==> src/rtl/signed_mult_arbiter.sv <==
// signed_mult_arbiter
//
// Round-robin arbiter and sequencer in front of one shared combinational
// DATA_W x DATA_W signed multiplier. Two requesters offer operand pairs over
// valid/ready. The winning pair is registered onto the multiplier inputs and
// held for SETTLE_CYCLES cycles. The product is then captured and returned
// with the owner's ID over a response handshake. Only one operation is in
// flight at a time.
//
// Ports:
//   clk_in          clock, rising edge
//   rst_in          synchronous reset, active-high
//   req0_valid_in   requester 0 offers an operand pair
//   req0_ready_out  requester 0 pair accepted when valid & ready
//   req0_a_in       requester 0 multiplicand (signed)
//   req0_b_in       requester 0 multiplier (signed)
//   req1_valid_in   requester 1 offers an operand pair
//   req1_ready_out  requester 1 pair accepted when valid & ready
//   req1_a_in       requester 1 multiplicand (signed)
//   req1_b_in       requester 1 multiplier (signed)
//   mul_a_out       registered operand A to the shared multiplier
//   mul_b_out       registered operand B to the shared multiplier
//   mul_result_in   product from the shared multiplier
//   rsp_valid_out   product available
//   rsp_ready_in    consumer accepts the product
//   rsp_id_out      requester that owns the product
//   rsp_result_out  captured signed product
//   busy_out        high whenever the sequencer is not idle
//   op_count_out    completed responses, wraps 255 -> 0

module signed_mult_arbiter #(
    parameter int unsigned DATA_W        = 4,
    parameter int unsigned SETTLE_CYCLES = 1
) (
    input  logic                  clk_in,
    input  logic                  rst_in,

    input  logic                  req0_valid_in,
    output logic                  req0_ready_out,
    input  logic [DATA_W-1:0]     req0_a_in,
    input  logic [DATA_W-1:0]     req0_b_in,

    input  logic                  req1_valid_in,
    output logic                  req1_ready_out,
    input  logic [DATA_W-1:0]     req1_a_in,
    input  logic [DATA_W-1:0]     req1_b_in,

    output logic [DATA_W-1:0]     mul_a_out,
    output logic [DATA_W-1:0]     mul_b_out,
    input  logic [2*DATA_W-1:0]   mul_result_in,

    output logic                  rsp_valid_out,
    input  logic                  rsp_ready_in,
    output logic                  rsp_id_out,
    output logic [2*DATA_W-1:0]   rsp_result_out,

    output logic                  busy_out,
    output logic [7:0]            op_count_out
);

    // The counter is loaded with SETTLE_CYCLES-1 on accept and the product
    // is captured in the SETTLE cycle where it reads zero.
    localparam logic [3:0] SettleLoad = 4'(SETTLE_CYCLES - 1);

    typedef enum logic [1:0] {
        StIdle,
        StSettle,
        StResp
    } state_e;

    state_e                state_q, state_d;
    logic [DATA_W-1:0]     mul_a_q, mul_a_d;
    logic [DATA_W-1:0]     mul_b_q, mul_b_d;
    logic                  id_q, id_d;
    logic [3:0]            cnt_q, cnt_d;
    logic                  last_grant_q, last_grant_d;
    logic                  rsp_valid_q, rsp_valid_d;
    logic [2*DATA_W-1:0]   rsp_result_q, rsp_result_d;
    logic [7:0]            op_count_q, op_count_d;

    logic                  gnt0, gnt1;

    // Grant: a lone requester always wins. Under contention the requester
    // that was not served last wins. Nothing is granted outside IDLE.
    always_comb begin
        gnt0 = 1'b0;
        gnt1 = 1'b0;
        if (state_q == StIdle) begin
            if (req0_valid_in && req1_valid_in) begin
                gnt0 = last_grant_q;
                gnt1 = !last_grant_q;
            end else begin
                gnt0 = req0_valid_in;
                gnt1 = req1_valid_in;
            end
        end
    end

    always_comb begin
        state_d      = state_q;
        mul_a_d      = mul_a_q;
        mul_b_d      = mul_b_q;
        id_d         = id_q;
        cnt_d        = cnt_q;
        last_grant_d = last_grant_q;
        rsp_valid_d  = rsp_valid_q;
        rsp_result_d = rsp_result_q;
        op_count_d   = op_count_q;

        unique case (state_q)
            StIdle: begin
                if (gnt0 || gnt1) begin
                    mul_a_d      = gnt1 ? req1_a_in : req0_a_in;
                    mul_b_d      = gnt1 ? req1_b_in : req0_b_in;
                    id_d         = gnt1;
                    last_grant_d = gnt1;
                    cnt_d        = SettleLoad;
                    state_d      = StSettle;
                end
            end

            StSettle: begin
                if (cnt_q != 4'd0) begin
                    cnt_d = cnt_q - 4'd1;
                end else begin
                    rsp_result_d = mul_result_in;
                    rsp_valid_d  = 1'b1;
                    state_d      = StResp;
                end
            end

            StResp: begin
                if (rsp_ready_in) begin
                    rsp_valid_d = 1'b0;
                    op_count_d  = op_count_q + 8'd1;
                    state_d     = StIdle;
                end
            end

            default: begin
                state_d = StIdle;
            end
        endcase
    end

    always_ff @(posedge clk_in) begin
        if (rst_in) begin
            state_q      <= StIdle;
            mul_a_q      <= '0;
            mul_b_q      <= '0;
            id_q         <= 1'b0;
            cnt_q        <= 4'd0;
            // Requester 0 wins the first contention after reset.
            last_grant_q <= 1'b1;
            rsp_valid_q  <= 1'b0;
            rsp_result_q <= '0;
            op_count_q   <= 8'd0;
        end else begin
            state_q      <= state_d;
            mul_a_q      <= mul_a_d;
            mul_b_q      <= mul_b_d;
            id_q         <= id_d;
            cnt_q        <= cnt_d;
            last_grant_q <= last_grant_d;
            rsp_valid_q  <= rsp_valid_d;
            rsp_result_q <= rsp_result_d;
            op_count_q   <= op_count_d;
        end
    end

    assign req0_ready_out = gnt0;
    assign req1_ready_out = gnt1;
    assign mul_a_out      = mul_a_q;
    assign mul_b_out      = mul_b_q;
    assign rsp_valid_out  = rsp_valid_q;
    assign rsp_id_out     = id_q;
    assign rsp_result_out = rsp_result_q;
    assign op_count_out   = op_count_q;
    assign busy_out       = (state_q != StIdle);

endmodule

==> config.mk <==
export PLATFORM = sky130hd
export DESIGN_NAME = signed_mult_arbiter
export DESIGN_NICKNAME = d
export VERILOG_FILES = /design/src/rtl/signed_mult_arbiter.sv
export SDC_FILE = /design/constraint.sdc
export NUM_CORES = 1
export LEC_CHECK = 0
export CAP_MARGIN = 15
export CORE_ASPECT_RATIO = 1.5
export CORE_UTILIZATION = 43
export DETAILED_ROUTE_END_ITERATION = 7
export PLACE_DENSITY = 0.84
export RECOVER_POWER = 100
export SETUP_SLACK_MARGIN = 0.1
export SLEW_MARGIN = 20
export SYNTH_ARGS = -nofsm -noshare
export SYNTH_HDL_FRONTEND = slang
export SYNTH_SLANG_ARGS = --single-unit
==> constraint.sdc <==
create_clock -name clk_in -period 1.7 [get_ports clk_in]
set_clock_uncertainty 0.05 [all_clocks]
set_input_delay 0.34 -clock clk_in [delete_from_list [all_inputs] [get_ports clk_in]]
set_output_delay 0.34 -clock clk_in [all_outputs]
set_load 0.03 [all_outputs]
# == After elaboration in Yosys (flattened, before gate mapping) ==
# Index checks and enable logic that the tools add are counted.
# totals
reg_bits,33
input_bits,29
out_inout_bits,29
# classes
n_addsub,2
n_eq_ne,6
n_mux,16
bitwise,1
n_reduce_logical,14
# ops
cell,n
$mux W4,4
$reduce_and A3 Y1,3
$add A8 B1 Y8 const B,1
$pmux W4 S2,1
$mux W1,6
$mux W2,3
$ne A2 B2 Y1 const B,3
$pmux W2 S3,1
$reduce_and A2 Y1,3
$reduce_bool A2 Y1,3
$reduce_bool A4 Y1,1
$sub A4 B1 Y4 const B,1
$eq A2 B1 Y1 const B,1
$eq A2 B2 Y1 const B,1
$logic_not A2 Y1,1
$ne A2 B1 Y1 const B,1
$pmux W1 S2,1
$logic_and A1 B1 Y1,1
$logic_not A1 Y1,1
$logic_or A1 B1 Y1,1
$not A1 Y1,1

# == Longest topological paths before layout ==
# Gate-level depths: netlist of the first run.
# depth
ltp_word,6
mapped_depth,6
ltp_nobuf,5

# == Worst setup path after synthesis of the first run ==
# OpenSTA, ideal clock, no wires.
# synth_timing
path_kind,register -> output
start,register state_q[0]
end,output port req1_ready_out
t_arrival_ps,1215
required_ps,1310
path_slack_ps,95
stages_incl_launch_ff,4
path_buffers,1
path_cell_list,dfxtp_1 > buf_6 > a211oi_2 > and2_1
# synth_via
elab_chain_len,2
# synth_lines
item,line_no,text
start: declaration,71,"state_e state_q, state_d;"
start signal: assignment,148,state_q <= StIdle;
start signal: assignment,159,state_q <= state_d;
$logic_not A2 Y1,88,if (state_q == StIdle) begin
$mux W1,88,
end: declaration,44,"output logic req1_ready_out,"
# Every way passes these cells.

# == Worst setup path after layout of the first run ==
# Same ends and word-level chain as after synthesis.

==> summary.json, run 1 <==
{
  "status": {
    "outcome": "finished clean"
  },
  "cells_and_area": {
    "layout_area_growth_over_synthesis_pct": 59.5,
    "diodes": 0,
    "share_of_layout_cells_above_drive_strength_1": 0.200,
    "fin_area_sq_um": 2330,
    "finish.net_count": 280,
    "instances_no_fill": 290,
    "layout.core_utilization": 0.732
  },
  "pwr": {
    "pwr-share-comb": 0.264,
    "power.clock.fraction": 0.314,
    "worst_ir_drop_vdd_mv": 0.551,
    "power_report.internal_total_mw": 1.44,
    "power_per_unit_of_standard_cell_area_nw_per_um2": 873,
    "total_leakage_power_nw": 1.00,
    "share_seq_of_total_power": 0.422,
    "total_switching_power_mw": 0.596,
    "power_switching_share": 0.292
  },
  "global_route": {
    "first_global_vias": 1443,
    "antenna_violations_before_repair": 0,
    "grtUsageMet2": 0.405,
    "global_route_wire_length_before_repair_um": 6310,
    "grt_util_met3": 0.0994,
    "met1_usage": 0.233,
    "grt-busiest-layer": "met2",
    "globalRouteTotalUtil": 0.231,
    "grt_max_degree": 18,
    "grt_overflow": 0
  },
  "setup_path": {
    "crit_path_max_incr_delay_ns": 0.38,
    "worst_ep_required_time_ns": 1.31,
    "crit_chain": "a211oi_4 > and2_4 > buf_6",
    "setup.worst_path.end_class": "output port",
    "cpMaxStageDelayCell": "sky130_fd_sc_hd__dfxtp_2",
    "crit_path_start_kind": "register",
    "timing.setup.critical_path_class": "reg -> out",
    "critical_path.max_fanout": 8,
    "regToRegSetupSlack_ns": 0.12,
    "cp.arrival_ns": 1.22
  },
  "placement": {
    "numPlacedInstances": 272,
    "post_dp_cell_area_sq_um": 2140,
    "place.detailed.hpwl_um": 2650,
    "place.port_buffers": 57,
    "place.gp.congestion": 0.832
  },
  "cts": {
    "cts-buffers-inserted": 5,
    "cts_root_buf": "sky130_fd_sc_hd__clkbuf_8",
    "tritoncts_clock_tree": "yes",
    "cts_hold_repair.buffers": 0,
    "cts_htree_levels": 2,
    "clock_pin_transition_on_the_worst_setup_and_hold_timing_paths_ns": 0.06,
    "cts.path.max_buffers": 2,
    "cts_num_sinks": 33,
    "worst_skew_pair_later_pin_latency_ns": 0.28
  },
  "job": {
    "cap_viol_max_count": 0
  },
  "routing": {
    "drcViolationCount": 0,
    "vias_per_cell": 5.40,
    "routed_wire_length_per_instance_um": 13.4,
    "vias": 1566,
    "ant_nets": 0,
    "drt_pass1_iterations": 5,
    "wl_um": 3880,
    "detail_route.iter0.violations": 32
  },
  "floorplan": {
    "rows": 25,
    "top_level_ports": 58,
    "die_area_sq_um": 3650,
    "core_area_sq_um": 3190,
    "die_x_um": 49.6,
    "start_util": 0.459,
    "die_h_um": 73.5
  },
  "timing": {
    "final.period_utilization": 0.945,
    "maxSlewViolCount": 0,
    "hold-worst-slack_ns": 0.424,
    "rsz0062_at_grt": "true",
    "totalNegativeSetupSlack_ns": 0,
    "worst_slew_margin_rel": 0.782,
    "setup-violations-final": 0,
    "worst_pin_slew_ns": 0.329,
    "max_clock_freq_mhz": 622,
    "final_period_minus_worst_setup_slack_ns": 1.61,
    "finalHoldViolations": 0
  },
  "hold_path": {
    "hold_path.class": "reg -> reg"
  },
  "yosys": {
    "postSynth.asyncResetShare": 0,
    "synth_edf_count": 0,
    "syn-instance-count": 171,
    "share_of_the_yosys_chip_area_belonging_to_registers": 0.451,
    "syn-mean-instance-area_sq_um": 8.56,
    "synth.cell_area_sq_um": 1460,
    "net_count_after_synthesis": 202,
    "synth.lib_cells_used.distinct": 34,
    "ys_dominant_reg_cell": "sky130_fd_sc_hd__dfxtp_1",
    "synth.ff_latch_count": 33,
    "synthesis.yosys.warnings": 0
  }
}
[cell type report]
| cell class | count | area, sq um |
|---|---|---|
| repair buffers | 84 | 732 |
| inverters | 4 | 15.0 |
| flip-flops and latches | 33 | 666 |
| clock buffers | 7 | 96.3 |
| fillers | 255 | 856 |
| multi-input cells | 121 | 771 |
| well taps | 40 | 50.0 |
| clock inverters | 1 | 5.00 |
[path summary, 6_finish.rpt]
path	cells after the start	from	end
setup / recovery	3	state_q[0]	req1_ready_out
hold reg to reg	2	rsp_result_out[4]	rsp_result_out[4]
hold / removal	2	rsp_result_out[4]	rsp_result_out[4]
setup reg to reg	7	state_q[0]	last_grant_q
[metal layers]
metal,vias to the layer above,wire length [um],share of wire
li1,782,-,-
met1,719,1480,0.38
met2,57,2010,0.52
met3,8,305,0.079
met4,0,80,0.021
met5,-,0,0
[cells by family (layout without fill, tap and decap cells)]
family                   after synthesis  count (layout)  share of synthesized area
AND/OR/NAND/NOR                       59              59                      0.237
AO/OA/AOI/OAI                         57              57                      0.221
buffers and inverters                 17              96                     0.0547
multiplexers                           1               1                    0.00684
XOR/XNOR                               2               2                     0.0120
flip-flops                            33              33                      0.451
adder cells (fa/ha/maj)                2               2                     0.0171
[critical path: cells and delay by family, from the launching register on]
kind            cells  cell delay (ns)
buf+inv             1             0.12
compound gates      1             0.24
flops               1             0.38
simple gates        1             0.18
[what timing repair did]
action	4_1_cts	5_1_grt
pin swaps	2	4
resized for setup	37	12
setup buffers	9	2
endpoints found under the setup margin	30	21
cloned	0	1
[placed cells by master (no fill, tap or decap), drive strengths merged, types with 6 or more instances in the layout]
cell type / Yosys / final
dfxtp: 33 / 33
dlygate4sd2: 0 / 28
clkdlybuf4s50: 0 / 26
nand3: 26 / 26
buf: 3 / 24
o21ai: 22 / 22
a21oi: 19 / 19
clkbuf: 10 / 13
a31oi: 8 / 8
nor2: 6 / 6
[power by group through the flow]
| stage | registers (mW) | clock network [mW] | logic, mW |
|---|---|---|---|
| 2_1_floorplan | 0.947 | 0 | 0.195 |
| 4_1_cts | 0.857 | 0.658 | 0.519 |
| 6_report | 0.860 | 0.641 | 0.538 |
| 3_3_place_gp | 0.874 | 0 | 0.484 |
| 5_1_grt | 0.867 | 0.697 | 0.577 |
| 3_5_place_dp | 0.876 | 0 | 0.490 |
[flip-flops by register name, indices dropped and copies added (netlist names)]
| signal | cells |
|---|---|
| mul_a_out | 4 |
| mul_b_out | 4 |
| state_q | 2 |
| op_count_out | 8 |
| rsp_id_out | 1 |
| rsp_result_out | 8 |
| last_grant_q | 1 |
| cnt_q | 4 |
| rsp_valid_out | 1 |
[through the flow]
| stage | setup slack (ns) | total power, mW |
|---|---|---|
| after CTS | 0.0981 | 2.03 |
| after global routing | 0.0412 | 2.14 |
| final | 0.0935 | 2.04 |
| after detailed placement | -0.0877 | 1.37 |
| after global placement | -0.0442 | 1.36 |
| after floorplan | 0.118 | 1.14 |
[cell usage after synthesis, types with 4 or more instances]
master,n,area share
sky130_fd_sc_hd__o21ai_0,22,0.075
sky130_fd_sc_hd__clkbuf_1,10,0.026
sky130_fd_sc_hd__dfxtp_1,33,0.45
sky130_fd_sc_hd__a21oi_1,19,0.065
sky130_fd_sc_hd__a31oi_1,8,0.034
sky130_fd_sc_hd__or3_1,5,0.021
sky130_fd_sc_hd__nor2_1,6,0.015
sky130_fd_sc_hd__inv_1,4,0.010
sky130_fd_sc_hd__or4_1,4,0.021
sky130_fd_sc_hd__nand3_1,26,0.089
No activity file was read; power rests on OpenSTA's default activity.
==> inputs of run 2 (changes only) <==
CAP_MARGIN = default   (was 15)
==> results of run 2 <==
The final DEF is identical to that of run 1; final timing and power are the same.
==> inputs of run 3 (changes only) <==
GPL_ROUTABILITY_DRIVEN = 0   (was default)
RECOVER_POWER = default   (was 100)
==> run 3 against run 2 <==
Register-to-register slack gained 0.05 ns; total power is 0.30% higher; cell area increased by 0.75%; via count rose by 0.89%; final cell count is the same; worst hold slack about the same; clock-buffer cell count stayed put; core utilization is 0.55 points higher; sequential share of layout area shrank 0.053 points; fmax is 0.47% higher; sequential power about the same; largest power group unchanged; highest routed layer unchanged.
==> summary.json, run 3 (synthesized netlist as in run 1, its figures left out) <==
{
  "status": {
    "outcome": "finished clean"
  },
  "global_route": {
    "globalRouteTotalUtil": 0.231,
    "grt_overflow": 0,
    "grt_max_degree": 18,
    "first_global_vias": 1443,
    "global_route_wire_length_before_repair_um": 6310,
    "antenna_violations_before_repair": 0
  },
  "timing": {
    "final_period_minus_worst_setup_slack_ns": 1.60,
    "worst_pin_slew_ns": 0.321,
    "final.period_utilization": 0.941,
    "rsz0062_at_grt": "true",
    "maxSlewViolCount": 0,
    "final.setup.worst_slack_ns": 0.101,
    "worst_slew_margin_rel": 0.786,
    "setup-violations-final": 0,
    "finalHoldViolations": 0,
    "max_clock_freq_mhz": 625
  },
  "cells_and_area": {
    "share_of_layout_cells_above_drive_strength_1": 0.216,
    "diodes": 0,
    "layout.core_utilization": 0.737,
    "layout_area_growth_over_synthesis_pct": 60.7,
    "finish.net_count": 280,
    "fin_area_sq_um": 2350,
    "most-common-layout-cells": "sky130_fd_sc_hd__dfxtp_1, sky130_fd_sc_hd__dlygate4sd2_1, sky130_fd_sc_hd__buf_4",
    "nFillCells": 250,
    "final_common_cell": "sky130_fd_sc_hd__dfxtp_1",
    "instances_no_fill": 290
  },
  "setup_path": {
    "timing.setup.critical_path_class": "reg -> out",
    "crit_chain": "a211oi_4 > and2_4 > buf_6",
    "crit_path_start_kind": "register",
    "worst_ep_required_time_ns": 1.31,
    "critical_path.max_fanout": 8,
    "timing.critical_path.from": "state_q[0]",
    "setup.worst_path.end_class": "output port",
    "regToRegSetupSlack_ns": 0.17,
    "r2r_start": "state_q[1]",
    "cp.arrival_ns": 1.21,
    "crit_path_max_incr_delay_ns": 0.38,
    "cpMaxStageDelayCell": "sky130_fd_sc_hd__dfxtp_4"
  },
  "floorplan": {
    "die_area_sq_um": 3650,
    "die_h_um": 73.5,
    "top_level_ports": 58,
    "start_util": 0.459,
    "core_area_sq_um": 3190,
    "die_x_um": 49.6,
    "rows": 25
  },
  "routing": {
    "vias_per_cell": 5.45,
    "routed_wire_length_per_instance_um": 13.5,
    "drcViolationCount": 0,
    "vias": 1580,
    "met1Wirelength_um": 1510,
    "wl_um": 3910,
    "drt_pass1_iterations": 4,
    "highest_layer": "met4",
    "met2RoutedLength_um": 2010,
    "detail_route.iter0.violations": 40,
    "route.met3.wl_um": 301,
    "ant_nets": 0
  },
  "pwr": {
    "finalPower_mw": 2.05,
    "worst_ir_drop_vdd_mv": 0.550,
    "power_per_unit_of_standard_cell_area_nw_per_um2": 870,
    "total_leakage_power_nw": 1.01
  },
  "placement": {
    "numPlacedInstances": 272,
    "post_dp_cell_area_sq_um": 2140,
    "place.detailed.hpwl_um": 2650,
    "place.port_buffers": 57,
    "placement_setup_slack_ns": -0.0877
  },
  "cts": {
    "tritoncts_clock_tree": "yes",
    "cts_root_buf": "sky130_fd_sc_hd__clkbuf_8",
    "worst_skew_pair_later_pin_latency_ns": 0.28,
    "clock_pin_transition_on_the_worst_setup_and_hold_timing_paths_ns": 0.06,
    "cts.path.max_buffers": 2,
    "cts_num_sinks": 33,
    "cts-buffers-inserted": 5,
    "cts_htree_levels": 2,
    "cts_hold_repair.buffers": 0
  },
  "hold_path": {
    "hold_path.class": "reg -> reg",
    "hold_path_startpoint": "rsp_result_out[6]"
  },
  "job": {
    "cap_viol_max_count": 0
  }
}
==> run 3: cell types whose count changed in the layout (fill, tap and decap cells not counted), sizes merged <==
cell    delta
buf        +6
clkbuf     -6
==> run 3: area by class of cell <==
| class | instances | area, sq um | share of cell area |
|---|---|---|---|
| clock buffers | 7 | 96.3 | 0.0410 |
| clock inverters | 1 | 5.00 | 0.00213 |
| inverters | 4 | 15.0 | 0.00638 |
| multi-input cells | 121 | 774 | 0.329 |
| flip-flops and latches | 33 | 669 | 0.285 |
| well taps | 40 | 50.0 | 0.0213 |
| repair buffers | 84 | 742 | 0.315 |
==> run 3: critical path: cells and delay by family, from the launching register on <==
kind | cells | cell delay (ns)
simple gates | 1 | 0.18
flops | 1 | 0.38
compound gates | 1 | 0.24
buf+inv | 1 | 0.12
==> run 3: final timing paths <==
check	end	cells after the start
max	req1_ready_out	3
min reg2reg	rsp_result_out[6]	2
max reg2reg	last_grant_q	7
min	rsp_result_out[6]	2
==> run 3: layer usage <==
| layer | vias up | GRT usage |
|---|---|---|
| met2 | 65 | 0.405 |
| met4 | 0 | 0.105 |
| met3 | 8 | 0.0994 |
| met5 | - | 0 |
| li1 | 782 | - |
| met1 | 725 | 0.233 |
==> run 3: power breakdown <==
group | leakage, nW | internal [mW] | total, mW | switching [mW]
clock | 0.0542 | 0.365 | 0.640 | 0.275
sequential | 0.271 | 0.825 | 0.861 | 0.0359
combinational | 0.687 | 0.259 | 0.544 | 0.286
total | 1.01 | 1.45 | 2.05 | 0.596
==> run 3: metrics by stage <==
step,TNS [ns],hold WS [ns]
floorplan,0,0.408
global placement,-0.238,0.410
detailed placement,-0.484,0.416
CTS,0,0.422
global route,0,0.446
finish,0,0.423
==> run 3: timing repair <==
action / CTS / global route
resized for setup: 37 / 12
cloned: 0 / 1
setup endpoints to repair: 30 / 21
buffers inserted: 9 / 2
pin swaps: 2 / 4
